**config.mk**
```make
export PLATFORM = sky130hd
export DESIGN_NAME = cpu_control_fsm_flat
export DESIGN_NICKNAME = d
export VERILOG_FILES = /design/src/rtl/cpu_control_fsm_pkg.sv /design/src/rtl/cpu_control_fsm_if.sv /design/src/rtl/cpu_control_fsm_decode.sv /design/src/rtl/cpu_control_fsm.sv /design/src/flat_wrapper.sv
export SDC_FILE = /design/constraint.sdc
export NUM_CORES = 1
export LEC_CHECK = 0
export BUFFER_PORTS_ARGS = -buffer_cell sky130_fd_sc_hd__buf_2
export CAP_MARGIN = 25
export CORE_MARGIN = 5
export CORE_UTILIZATION = 35
export CTS_CLUSTER_SIZE = 14
export DETAILED_ROUTE_END_ITERATION = 10
export HOLD_SLACK_MARGIN = 0.08
export PLACE_DENSITY_LB_ADDON = 0.3
export SLEW_MARGIN = 20
export SYNTH_ARGS = -nofsm -noshare
export SYNTH_HDL_FRONTEND = slang
export SYNTH_SLANG_ARGS = --single-unit
```
**constraint.sdc**
```tcl
create_clock -name clk -period 5 [get_ports clk]
set_input_delay 0.25 -clock clk [delete_from_list [all_inputs] [get_ports clk]]
set_output_delay 0.25 -clock clk [all_outputs]
set_load 0.05 [all_outputs]
```
**src/rtl/cpu_control_fsm_pkg.sv**
```systemverilog
// Shared types and encodings for the multi-cycle RV32I control sequencer.
package cpu_ctrl_pkg;

   typedef enum logic [2:0] {
      ST_FETCH, ST_DECODE, ST_EXEC, ST_MEM, ST_WB, ST_TRAP
   } state_e;

   localparam logic [6:0] OPC_LUI    = 7'b0110111;
   localparam logic [6:0] OPC_AUIPC  = 7'b0010111;
   localparam logic [6:0] OPC_JAL    = 7'b1101111;
   localparam logic [6:0] OPC_JALR   = 7'b1100111;
   localparam logic [6:0] OPC_BRANCH = 7'b1100011;
   localparam logic [6:0] OPC_LOAD   = 7'b0000011;
   localparam logic [6:0] OPC_STORE  = 7'b0100011;
   localparam logic [6:0] OPC_OP_IMM = 7'b0010011;
   localparam logic [6:0] OPC_OP     = 7'b0110011;
   localparam logic [6:0] OPC_FENCE  = 7'b0001111;
   localparam logic [6:0] OPC_SYSTEM = 7'b1110011;

   localparam logic [6:0] F7_BASE = 7'b0000000;
   localparam logic [6:0] F7_ALT  = 7'b0100000;

   typedef enum logic [3:0] {
      ALU_ADD = 4'd0, ALU_SUB = 4'd1, ALU_SLL = 4'd2, ALU_SLT = 4'd3,
      ALU_SLTU = 4'd4, ALU_XOR = 4'd5, ALU_SRL = 4'd6, ALU_SRA = 4'd7,
      ALU_OR = 4'd8, ALU_AND = 4'd9, ALU_PASSB = 4'd10
   } alu_op_e;

   typedef enum logic [2:0] {
      IMM_I = 3'd0, IMM_S = 3'd1, IMM_B = 3'd2, IMM_U = 3'd3, IMM_J = 3'd4
   } imm_sel_e;

   typedef enum logic [1:0] {
      WB_ALU = 2'd0, WB_RAM = 2'd1, WB_PC4 = 2'd2
   } wb_sel_e;

   // CL_ALU covers everything that retires through WB with an ALU result.
   typedef enum logic [2:0] {
      CL_ALU, CL_JUMP, CL_LOAD, CL_STORE, CL_BRANCH, CL_FENCE, CL_SYSTEM, CL_ILLEGAL
   } instr_class_e;

   function automatic alu_op_e alu_decode(input logic [2:0] f3, input logic alt);
      case (f3)
         3'b000:  return alt ? ALU_SUB : ALU_ADD;
         3'b001:  return ALU_SLL;
         3'b010:  return ALU_SLT;
         3'b011:  return ALU_SLTU;
         3'b100:  return ALU_XOR;
         3'b101:  return alt ? ALU_SRA : ALU_SRL;
         3'b110:  return ALU_OR;
         default: return ALU_AND;
      endcase
   endfunction

   function automatic logic branch_taken(input logic [2:0] f3, input logic eq, input logic lt);
      case (f3)
         3'b000:         return eq;
         3'b001:         return !eq;
         3'b100, 3'b110: return lt;
         3'b101, 3'b111: return !lt;
         default:        return 1'b0;
      endcase
   endfunction

endpackage

```
**src/rtl/cpu_control_fsm_if.sv**
```systemverilog
// Control bus between the sequencer (master) and the RAM/register-file/ALU datapath (slave).
interface cpu_control_fsm_if #(parameter int CC_WIDTH = 4);
   logic [31:0]         instr;
   logic                memReady;
   logic                BrEq;
   logic                BrLT;
   logic [31:0]         irOut;
   logic                pcEn;
   logic                PCSel;
   logic [2:0]          ImmSel;
   logic                RegWEn;
   logic                ASel;
   logic                BSel;
   logic                BrUn;
   logic [1:0]          WBSel;
   logic [3:0]          ALUop;
   logic                ramEn;
   logic                MemRW;
   logic [CC_WIDTH-1:0] cycleCount;
   logic                halted;

   modport master (
      input  instr, memReady, BrEq, BrLT,
      output irOut, pcEn, PCSel, ImmSel, RegWEn, ASel, BSel, BrUn, WBSel, ALUop,
             ramEn, MemRW, cycleCount, halted
   );

   modport slave (
      output instr, memReady, BrEq, BrLT,
      input  irOut, pcEn, PCSel, ImmSel, RegWEn, ASel, BSel, BrUn, WBSel, ALUop,
             ramEn, MemRW, cycleCount, halted
   );
endinterface

```
**src/rtl/cpu_control_fsm_decode.sv**
```systemverilog
// Combinational instruction decode: latched instruction fields to datapath selects and class.
module cpu_instr_decode
   import cpu_ctrl_pkg::*;
(
   input  logic [6:0]   opcode,
   input  logic [2:0]   funct3,
   input  logic [6:0]   funct7,
   input  logic [4:0]   rd,
   output instr_class_e cls,
   output logic         legal,
   output logic [2:0]   imm_sel,
   output logic         a_sel,
   output logic         b_sel,
   output logic         br_un,
   output logic [1:0]   wb_sel,
   output logic [3:0]   alu_op,
   output logic         rd_nz
);

   assign rd_nz = |rd;
   assign legal = (cls != CL_ILLEGAL);

   always_comb begin
      cls     = CL_ILLEGAL;
      imm_sel = IMM_I;
      a_sel   = 1'b0;
      b_sel   = 1'b1;
      br_un   = 1'b0;
      wb_sel  = WB_ALU;
      alu_op  = ALU_ADD;
      case (opcode)
         OPC_OP: begin
            b_sel  = 1'b0;
            alu_op = alu_decode(funct3, funct7[5]);
            if (funct7 == F7_BASE || (funct7 == F7_ALT && (funct3 == 3'b000 || funct3 == 3'b101)))
               cls = CL_ALU;
         end
         OPC_OP_IMM: begin
            alu_op = alu_decode(funct3, funct3 == 3'b101 && funct7[5]);
            // Only the shift-immediates use the upper bits as an encoding field.
            if ((funct3 != 3'b001 && funct3 != 3'b101) || funct7 == F7_BASE ||
                (funct3 == 3'b101 && funct7 == F7_ALT))
               cls = CL_ALU;
         end
         OPC_LUI: begin
            cls     = CL_ALU;
            imm_sel = IMM_U;
            alu_op  = ALU_PASSB;
         end
         OPC_AUIPC: begin
            cls     = CL_ALU;
            imm_sel = IMM_U;
            a_sel   = 1'b1;
         end
         OPC_JAL: begin
            cls     = CL_JUMP;
            imm_sel = IMM_J;
            a_sel   = 1'b1;
            wb_sel  = WB_PC4;
         end
         OPC_JALR: begin
            if (funct3 == 3'b000) cls = CL_JUMP;
            wb_sel = WB_PC4;
         end
         OPC_LOAD: begin
            if (funct3 == 3'b010) cls = CL_LOAD;
            wb_sel = WB_RAM;
         end
         OPC_STORE: begin
            if (funct3 == 3'b010) cls = CL_STORE;
            imm_sel = IMM_S;
         end
         OPC_BRANCH: begin
            if (funct3[2:1] != 2'b01) cls = CL_BRANCH;
            imm_sel = IMM_B;
            a_sel   = 1'b1;
            br_un   = funct3[1];
         end
         OPC_FENCE:  cls = CL_FENCE;
         OPC_SYSTEM: cls = CL_SYSTEM;
         default: ;
      endcase
   end

endmodule

```
**src/rtl/cpu_control_fsm.sv**
```systemverilog
// Multi-cycle FETCH/DECODE/EXEC/MEM/WB sequencer driving the RV32I datapath controls.
module cpu_control_fsm
   import cpu_ctrl_pkg::*;
#(
   parameter int CC_WIDTH        = 4,
   parameter bit TRAP_ON_ILLEGAL = 1'b1
) (
   input logic            clk,
   input logic            rst,
   cpu_control_fsm_if.master bus
);

   state_e              state_q, state_d;
   logic [31:0]         ir_q, ir_d;
   logic [CC_WIDTH-1:0] cc_q, cc_d;

   instr_class_e cls;
   logic         legal, dec_a_sel, dec_b_sel, dec_br_un, rd_nz;
   logic [2:0]   dec_imm_sel;
   logic [1:0]   dec_wb_sel;
   logic [3:0]   dec_alu_op;

   logic       pc_en, pc_sel, reg_wen, ram_en, mem_rw, a_sel, halted, use_dec;

   cpu_instr_decode u_decode (
      .opcode  (ir_q[6:0]),
      .funct3  (ir_q[14:12]),
      .funct7  (ir_q[31:25]),
      .rd      (ir_q[11:7]),
      .cls     (cls),
      .legal   (legal),
      .imm_sel (dec_imm_sel),
      .a_sel   (dec_a_sel),
      .b_sel   (dec_b_sel),
      .br_un   (dec_br_un),
      .wb_sel  (dec_wb_sel),
      .alu_op  (dec_alu_op),
      .rd_nz   (rd_nz)
   );

   always_ff @(posedge clk or posedge rst) begin
      if (rst) begin
         state_q <= ST_FETCH;
         ir_q    <= '0;
         cc_q    <= '0;
      end else begin
         state_q <= state_d;
         ir_q    <= ir_d;
         cc_q    <= cc_d;
      end
   end

   always_comb begin
      state_d = state_q;
      ir_d    = ir_q;
      pc_en   = 1'b0;
      pc_sel  = 1'b0;
      reg_wen = 1'b0;
      ram_en  = 1'b0;
      mem_rw  = 1'b0;
      a_sel   = 1'b0;
      halted  = 1'b0;
      use_dec = 1'b0;
      case (state_q)
         ST_FETCH: begin
            ram_en = 1'b1;
            a_sel  = 1'b1;
            if (bus.memReady) begin
               ir_d    = bus.instr;
               state_d = ST_DECODE;
            end
         end
         ST_DECODE: begin
            use_dec = 1'b1;
            if (cls == CL_SYSTEM || (!legal && TRAP_ON_ILLEGAL)) state_d = ST_TRAP;
            else                                                state_d = ST_EXEC;
         end
         ST_EXEC: begin
            use_dec = 1'b1;
            case (cls)
               CL_BRANCH: begin
                  pc_en   = 1'b1;
                  pc_sel  = branch_taken(ir_q[14:12], bus.BrEq, bus.BrLT);
                  state_d = ST_FETCH;
               end
               CL_FENCE, CL_ILLEGAL: begin
                  pc_en   = 1'b1;
                  state_d = ST_FETCH;
               end
               CL_LOAD, CL_STORE: state_d = ST_MEM;
               default:           state_d = ST_WB;
            endcase
         end
         ST_MEM: begin
            use_dec = 1'b1;
            ram_en  = 1'b1;
            mem_rw  = (cls == CL_STORE);
            if (bus.memReady) begin
               pc_en   = (cls == CL_STORE);
               state_d = (cls == CL_STORE) ? ST_FETCH : ST_WB;
            end
         end
         ST_WB: begin
            use_dec = 1'b1;
            reg_wen = rd_nz;
            pc_en   = 1'b1;
            pc_sel  = (cls == CL_JUMP);
            state_d = ST_FETCH;
         end
         ST_TRAP:  halted  = 1'b1;
         default:  state_d = ST_FETCH;
      endcase
      if (use_dec) a_sel = dec_a_sel;

      cc_d = cc_q;
      if (state_d == ST_FETCH && state_q != ST_FETCH) cc_d = '0;
      else if (cc_q != {CC_WIDTH{1'b1}})              cc_d = cc_q + 1'b1;
   end

   // Reset overrides every output combinationally so nothing leaks while rst is high.
   assign bus.irOut      = ir_q;
   assign bus.cycleCount = cc_q;
   assign bus.pcEn       = pc_en & ~rst;
   assign bus.PCSel      = pc_sel & ~rst;
   assign bus.RegWEn     = reg_wen & ~rst;
   assign bus.ramEn      = ram_en & ~rst;
   assign bus.MemRW      = mem_rw & ~rst;
   assign bus.ASel       = a_sel & ~rst;
   assign bus.halted     = halted & ~rst;
   assign bus.BSel       = dec_b_sel & use_dec & ~rst;
   assign bus.BrUn       = dec_br_un & use_dec & ~rst;
   assign bus.ImmSel     = (use_dec && !rst) ? dec_imm_sel : 3'd0;
   assign bus.WBSel      = (use_dec && !rst) ? dec_wb_sel : 2'd0;
   assign bus.ALUop      = (use_dec && !rst) ? dec_alu_op : 4'd0;

endmodule

```
**src/flat_wrapper.sv**
```systemverilog
// flat-port wrapper written by rule: the top's interface ports become plain ports
module cpu_control_fsm_flat import cpu_ctrl_pkg::*;
#(
   parameter int CC_WIDTH        = 4,
   parameter bit TRAP_ON_ILLEGAL = 1'b1
)
  (clk, rst, bus_instr, bus_memReady, bus_BrEq, bus_BrLT, bus_irOut, bus_pcEn, bus_PCSel, bus_ImmSel, bus_RegWEn, bus_ASel, bus_BSel, bus_BrUn, bus_WBSel, bus_ALUop, bus_ramEn, bus_MemRW, bus_cycleCount, bus_halted);
  cpu_control_fsm_if #(.CC_WIDTH(CC_WIDTH)) bus_i ();
  input logic clk;
  input logic rst;
  input wire logic [$bits(bus_i.instr)-1:0] bus_instr;
  input wire logic [$bits(bus_i.memReady)-1:0] bus_memReady;
  input wire logic [$bits(bus_i.BrEq)-1:0] bus_BrEq;
  input wire logic [$bits(bus_i.BrLT)-1:0] bus_BrLT;
  output wire logic [$bits(bus_i.irOut)-1:0] bus_irOut;
  output wire logic [$bits(bus_i.pcEn)-1:0] bus_pcEn;
  output wire logic [$bits(bus_i.PCSel)-1:0] bus_PCSel;
  output wire logic [$bits(bus_i.ImmSel)-1:0] bus_ImmSel;
  output wire logic [$bits(bus_i.RegWEn)-1:0] bus_RegWEn;
  output wire logic [$bits(bus_i.ASel)-1:0] bus_ASel;
  output wire logic [$bits(bus_i.BSel)-1:0] bus_BSel;
  output wire logic [$bits(bus_i.BrUn)-1:0] bus_BrUn;
  output wire logic [$bits(bus_i.WBSel)-1:0] bus_WBSel;
  output wire logic [$bits(bus_i.ALUop)-1:0] bus_ALUop;
  output wire logic [$bits(bus_i.ramEn)-1:0] bus_ramEn;
  output wire logic [$bits(bus_i.MemRW)-1:0] bus_MemRW;
  output wire logic [$bits(bus_i.cycleCount)-1:0] bus_cycleCount;
  output wire logic [$bits(bus_i.halted)-1:0] bus_halted;
  assign bus_i.instr = bus_instr;
  assign bus_i.memReady = bus_memReady;
  assign bus_i.BrEq = bus_BrEq;
  assign bus_i.BrLT = bus_BrLT;
  assign bus_irOut = bus_i.irOut;
  assign bus_pcEn = bus_i.pcEn;
  assign bus_PCSel = bus_i.PCSel;
  assign bus_ImmSel = bus_i.ImmSel;
  assign bus_RegWEn = bus_i.RegWEn;
  assign bus_ASel = bus_i.ASel;
  assign bus_BSel = bus_i.BSel;
  assign bus_BrUn = bus_i.BrUn;
  assign bus_WBSel = bus_i.WBSel;
  assign bus_ALUop = bus_i.ALUop;
  assign bus_ramEn = bus_i.ramEn;
  assign bus_MemRW = bus_i.MemRW;
  assign bus_cycleCount = bus_i.cycleCount;
  assign bus_halted = bus_i.halted;
  cpu_control_fsm #(.CC_WIDTH(CC_WIDTH), .TRAP_ON_ILLEGAL(TRAP_ON_ILLEGAL)) u_core (.clk(clk), .rst(rst), .bus(bus_i));
endmodule
```
; Word level (Yosys, flattened, before mapping)
; Cells that the tools add are included.
[totals]
reg_bits = 39
latchBits = 0
mem_bits_rw = 0
mem_bits_ro = 0
inputBits = 37
output_inout_bits = 54
elab_cells = 127
n_memories = 0
[op_classes]
add_sub_neg = 1
multipliers = 0
div = 0
magnitude_cmp = 0
n_eq_ne = 36
shift = 0
n_mux = 43
n_bitwise = 12
n_reduce_logical = 32
[ops]
columns = op, n
row1 = case mux 4 bit (7 select lines), 2
row2 = "== test 3 bit, second input constant", 10
row3 = two-way mux 3 bit, 10
row4 = case mux 3 bit (10 select lines), 1
row5 = "== test 7 x 6 -> 1 bit, second input constant", 4
row6 = "== test 7 bit, second input constant", 4
row7 = "== test 3 x 2 -> 1 bit, second input constant", 6
row8 = two-way mux 1 bit, 17
row9 = case mux 3 bit (5 select lines), 1
row10 = "== test 7 x 5 -> 1 bit, second input constant", 2
row11 = two-way mux 4 bit, 3
row12 = case mux 3 bit (4 select lines), 1
row13 = case mux 4 bit (3 select lines), 1
row14 = OR reduction 2 bit, 6
row15 = AND 1 bit, 11
row16 = "== test 3 x 1 -> 1 bit, second input constant", 3
row17 = zero test 3 bit, 3
row18 = "== test 7 x 2 -> 1 bit, second input constant", 1
row19 = "== test 7 x 4 -> 1 bit, second input constant", 1
row20 = zero test 7 bit, 1
row21 = logical AND 1 bit, 6
row22 = "inequality test 3 bit, second input constant", 2
row23 = case mux 3 bit (2 select lines), 1
row24 = OR reduction 3 bit, 2
row25 = 17 further kinds, 25

; Logic depth before layout (Yosys ltp)
[depth]
depth_word = 14
depth_mapped = 8
depth_no_buf = 7

; Hierarchy
; A second synthesis with hierarchy kept.
[unflattened]
cells_unflattened = 240
area_unflattened_um2 = 2388.5
[by_module_without_submodules]
columns = mod, instances, cells_per_inst, area_each_um2, seq_area_each_um2
row1 = cpu_control_fsm, 1, 152, 1874.3, 975.9
row2 = cpu_instr_decode, 1, 88, 514.2, 0.0

; Worst setup path after synthesis
; No wires, ideal clock.
[synth_path]
kind = in2out
start = input port rst
end = output port bus_ImmSel[2]
arrival_ns = 3.580
t_required_ns = 4.750
path_slack_ns = 1.170
stages = 4
path_buffers = 0
cell_sequence = inv_1 > nand2_1 > nor4_1 > and2_1
[synth_via]
elab_chain_cells = 3
[synth_rtl]
columns = element, line_no
row1 = "start, declared", flat_wrapper.sv:10  ; input logic rst;
row2 = zero test 1 bit (no line), --
row3 = logical AND 1 bit, cpu_control_fsm.sv:132  ; assign bus.ImmSel = (use_dec && !rst) ? dec_imm_sel : 3'd0;
row4 = two-way mux 3 bit, cpu_control_fsm.sv:132
row5 = "end, declared", flat_wrapper.sv:18  ; output wire logic [$bits(bus_i.ImmSel)-1:0] bus_ImmSel;
; No other way between the ends.

; Worst setup path in the final report
[layout_path]
start = register u_core.ir_q[4] (netlist: u_core.bus.irOut[4])
end = output port bus_pcEn
[layout_via]
elab_chain_cells = 8
elab_cells_between_ends = 22
classes_between = 15 x eq/ne / 4 x mux / 1 x bitwise / 2 x reduce/logical
[layout_rtl]
columns = element, line_no
row1 = "start, declared", cpu_control_fsm.sv:14  ; logic [31:0] ir_q, ir_d;
row2 = "start signal, assigned", cpu_control_fsm.sv:48  ; ir_q <= ir_d;
row3 = == test 7 x 6 -> 1 bit / == test 7 x 5 -> 1 bit (equally long branches), cpu_control_fsm_decode.sv:31  ; case (opcode)
row4 = OR reduction 2 bit (no line), --
row5 = case mux 3 bit (10 select lines) *, cpu_control_fsm_decode.sv:31
row6 = == test 3 bit, cpu_control_fsm.sv:80  ; case (cls)
row7 = OR reduction 3 bit (no line), --
row8 = two-way mux 1 bit, cpu_control_fsm.sv:80
row9 = case mux 1 bit (3 select lines) *, cpu_control_fsm.sv:64  ; case (state_q)
row10 = AND 1 bit *, cpu_control_fsm.sv:123  ; assign bus.pcEn = pc_en & ~rst;
row11 = "end, declared", flat_wrapper.sv:16  ; output wire logic [$bits(bus_i.pcEn)-1:0] bus_pcEn;
; Mark *: on every way between the ends. The rest lies on a longest branch, timed or not.

==> impl_metrics.prom <==
# TYPE chip_impl_metric gauge
chip_impl_info{name="run_status",value="finished clean"} 1
chip_impl_metric{name="total_switching_power",unit="mW"} 1.317
chip_impl_metric{name="cp.arrival",unit="ns"} 2.83
chip_impl_metric{name="static-leakage-power",unit="nW"} 1.341
chip_impl_metric{name="ys_seq_elements",unit=""} 39
chip_impl_metric{name="synth.lib_cells_used.distinct",unit=""} 52
chip_impl_metric{name="finalSetupViolCount",unit=""} 0
chip_impl_metric{name="die_h",unit="um"} 92.85
chip_impl_metric{name="firstDrtPassIters",unit=""} 4
chip_impl_metric{name="ant_nets",unit=""} 0
chip_impl_metric{name="count_of_non_filler_cells_in_the_finished_layout",unit=""} 413
chip_impl_metric{name="area_delta_synth_final",unit="%"} 25.10
chip_impl_info{name="critPathLaunch",value="u_core.bus.irOut[4]$_DFFE_PP0P_"} 1
chip_impl_metric{name="yosysTopAreaCellShare",unit="%"} 40.63
chip_impl_metric{name="grt_pass1_vias",unit=""} 2068
chip_impl_metric{name="num_vias",unit=""} 2174
chip_impl_metric{name="initial_core_util",unit="%"} 35.75
chip_impl_metric{name="timing.reg2reg.setup_slack",unit="ns"} 2.32
chip_impl_metric{name="dpl_worst_slack",unit="ns"} 1.910
chip_impl_metric{name="max_freq",unit="MHz"} 324.6
chip_impl_metric{name="maximum_net_fanout_on_the_critical_path",unit=""} 18
chip_impl_metric{name="clock_skew",unit="ns"} 0.003290
chip_impl_metric{name="synthesis.instances",unit=""} 247
chip_impl_metric{name="clock-sinks",unit=""} 39
chip_impl_info{name="rr_startpoint",value="u_core.bus.irOut[2]$_DFFE_PP0P_"} 1
chip_impl_info{name="hold_path.class",value="primary input to asynchronous set/reset pin"} 1
chip_impl_metric{name="antenna_cells",unit=""} 0
chip_impl_metric{name="cts.repair_timing.setup_buffer_count",unit=""} 0
chip_impl_metric{name="syn-num-nets",unit=""} 285
chip_impl_metric{name="average_wire_per_cell_in_the_routed_design",unit="um"} 15.38
chip_impl_metric{name="place.gp.congestion",unit=""} 0.8109
chip_impl_metric{name="num_io_pins",unit=""} 91
chip_impl_metric{name="hold_buf_cts",unit=""} 0
chip_impl_info{name="synth_commonest_cells",value="dfrtp_1, mux2_2, nor2_1"} 1
chip_impl_info{name="yosys-top-cells-area",value="dfrtp_1, mux2_2, nor2_1"} 1
chip_impl_metric{name="synth_edf_count",unit=""} 0
chip_impl_metric{name="drv.max_cap_violation_count",unit=""} 0
chip_impl_metric{name="cts-resized-gates",unit=""} 0
chip_impl_info{name="timing_worst_setup_path_type",value="flip-flop to primary output"} 1
chip_impl_info{name="worstSetupEndpoint",value="bus_pcEn"} 1
chip_impl_metric{name="final_min_period_over_clock_period",unit="%"} 61.61
chip_impl_metric{name="filler_cell_count",unit=""} 672
chip_impl_metric{name="mean_area_per_synthesized_cell",unit="um2"} 9.726
chip_impl_metric{name="synth.yosys.seq_area_share",unit="%"} 40.63
chip_impl_metric{name="internal_power",unit="mW"} 1.034
chip_impl_metric{name="total_power",unit="mW"} 2.352
chip_impl_metric{name="initial_antenna_violation_count",unit=""} 0
chip_impl_metric{name="power.share.switching",unit="%"} 56.01
chip_impl_info{name="clock_tree_root_buffer_cell",value="clkbuf_8"} 1
chip_impl_metric{name="slew_headroom",unit="%"} 40.14
chip_impl_info{name="critical_path.endpoint_type",value="primary output"} 1
chip_impl_info{name="yosys_most_used_dff",value="dfrtp_1"} 1
chip_impl_metric{name="worst_ir_drop_vdd",unit="uV"} 341.4
chip_impl_metric{name="placed_cells_incl_taps",unit=""} 404
chip_impl_metric{name="post_dp_area",unit="um2"} 2900
chip_impl_info{name="endpoint_of_the_worst_register_to_register_path",value="u_core.bus.cycleCount[2]$_DFFE_PP0P_"} 1
chip_impl_metric{name="port-buffer-count",unit=""} 90
chip_impl_metric{name="min_period",unit="ns"} 3.081
chip_impl_metric{name="first_iter_violations",unit=""} 71
chip_impl_info{name="timing.critical_path.from_type",value="flip-flop"} 1
chip_impl_metric{name="layout_setup_ws",unit="ns"} 1.919
chip_impl_metric{name="cts_inserted_buffers",unit=""} 5
chip_impl_metric{name="detailedPlacementHpwl",unit="mm"} 4.946
chip_impl_metric{name="finish.net_count",unit=""} 370
chip_impl_metric{name="fin_hold_ws",unit="ns"} 0.08684
chip_impl_metric{name="finalWirelength",unit="mm"} 6.354
chip_impl_metric{name="clockPowerShare",unit="%"} 9.7
chip_impl_metric{name="dieArea",unit="um2"} 8620
chip_impl_metric{name="floorplan.die.width",unit="um"} 92.85
chip_impl_metric{name="postSynth.asyncResetShare",unit="%"} 100.0
chip_impl_metric{name="yosysWarningCount",unit=""} 0
chip_impl_metric{name="seq_power_share",unit="%"} 30.8
chip_impl_metric{name="clock_tree.htree_level_count",unit=""} 2
chip_impl_metric{name="ctsLongestPathBuffers",unit=""} 2
chip_impl_info{name="tritoncts_clock_tree",value="yes"} 1
chip_impl_metric{name="worst_skew_pair.late_latency",unit="ns"} 0.28
chip_impl_metric{name="wire_length_of_the_first_global_routing_pass",unit="mm"} 10.27
chip_impl_metric{name="power_frac_comb",unit="%"} 59.5
chip_impl_metric{name="synth.cell_area",unit="um2"} 2402
chip_impl_metric{name="avgViaCountPerCell",unit=""} 5.264
chip_impl_metric{name="final_design_utilization",unit="%"} 44.73
chip_impl_metric{name="worst_ep_required_time",unit="ns"} 4.75
chip_impl_metric{name="setup_tns",unit="ns"} 0
chip_impl_metric{name="finalHoldViolations",unit=""} 0
chip_impl_metric{name="final_layout_size_suffix_gt1_share",unit="%"} 42.04
chip_impl_metric{name="max_slew.worst_pin.slew",unit="ns"} 0.8958
chip_impl_metric{name="fp-row-count",unit=""} 30
chip_impl_metric{name="pd_cells",unit="nW/um2"} 782.5
chip_impl_info{name="synthMostInstantiatedCell",value="dfrtp_1"} 1
chip_impl_info{name="synth.largest_area_cell",value="dfrtp_1"} 1
chip_impl_metric{name="grt.total_usage",unit="%"} 14.87
chip_impl_metric{name="grt-ovfl-total",unit=""} 0
chip_impl_metric{name="remaining_drc_errors",unit=""} 0
chip_impl_metric{name="post-route-cell-area",unit="um2"} 3005
chip_impl_metric{name="core_area",unit="um2"} 6719
chip_impl_info{name="rsz0062_at_grt",value="no"} 1
chip_impl_metric{name="timing_max_transition_violations_final",unit=""} 0
chip_impl_metric{name="path_clk_slew",unit="ns"} 0.07
chip_impl_metric{name="grt_max_degree",unit=""} 34
chip_impl_metric{name="reg2reg_depth",unit=""} 8
## power groups by stage
stage,sequential [mW],combinational [mW],clock (mW)
6_report,0.724,1.40,0.229
5_1_grt,0.762,1.49,0.249
4_1_cts,0.724,1.41,0.241
3_5_place_dp,0.728,1.40,0
3_3_place_gp,0.727,1.40,0
2_1_floorplan,1.12,0.690,0
## layout by cell type, fill, tap and decap left out, drive strengths merged, types with 3 or more instances in the layout
master | Yosys | routed
xnor2 | 3 | 3
nor4 | 5 | 5
o21ai | 6 | 6
or2 | 5 | 5
inv | 7 | 6
a21oi | 9 | 9
mux2i | 3 | 3
nor2 | 22 | 22
nor2b | 4 | 4
a31oi | 3 | 3
nor3 | 11 | 11
nand3b | 4 | 4
nand3 | 8 | 8
o22ai | 6 | 6
o211ai | 3 | 3
a22oi | 4 | 4
and3 | 3 | 3
nand2b | 8 | 8
nand2 | 19 | 19
dfrtp | 39 | 39
a211oi | 4 | 4
buf | 6 | 91
clkbuf | 8 | 9
mux2 | 31 | 31
## sequential cells by signal (all words and copies together) (netlist names)
signal,flops
u_core.state_q,3
u_core.bus.cycleCount,4
u_core.bus.irOut,32
## how the worst min path moves through the flow
stage | cells after the start | endpoint
after floorplan | 2 | u_core.bus.irOut[5]$_DFFE_PP0P_
after global placement | 2 | u_core.state_q[0]$_DFF_PP0_
after detailed placement | 2 | u_core.state_q[0]$_DFF_PP0_
after CTS | 2 | u_core.bus.irOut[23]$_DFFE_PP0P_
after global routing | 2 | u_core.bus.irOut[10]$_DFFE_PP0P_
final | 2 | u_core.state_q[0]$_DFF_PP0_
## per-layer routing
layer	wire [um]	track usage (%)
met4	138	5.617
met3	416	3.493
met2	3098	24.72
met5	0	0
met1	2701	18.68
## kinds of logic (layout without fill, tap and decap cells)
logic type               after synthesis  in the layout  synth area share [%]
multiplexers                          34             34                 16.30
flip-flops                            39             39                 40.63
buffers and inverters                 21            107                 3.906
AO/OA/AOI/OAI                         43             43                 13.39
AND/OR/NAND/NOR                      104            104                 23.39
XOR/XNOR                               4              4                 1.459
adder cells (fa/ha/maj)                2              2                0.9374
## critical path, cell delays in order, from the launching register on
cell and delay (ns):
dfrtp_1 0.57, or4b_1 0.57, o41a_1 0.16, o22ai_1 0.41, nand2b_1 0.30, nand3_1 0.10
a31oi_1 0.16, buf_2 0.28
## layout make-up
| class | count | area [um2] | area share, % |
|---|---|---|---|
| clock buffers | 8 | 100.1 | 3.331 |
| inverters | 7 | 26.28 | 0.8743 |
| well taps | 80 | 100.1 | 3.331 |
| repair buffers | 92 | 462.9 | 15.40 |
| multi-input cells | 187 | 1340 | 44.59 |
| flip-flops and latches | 39 | 975.9 | 32.47 |
Note: power is estimated with default switching activity, not from simulation.
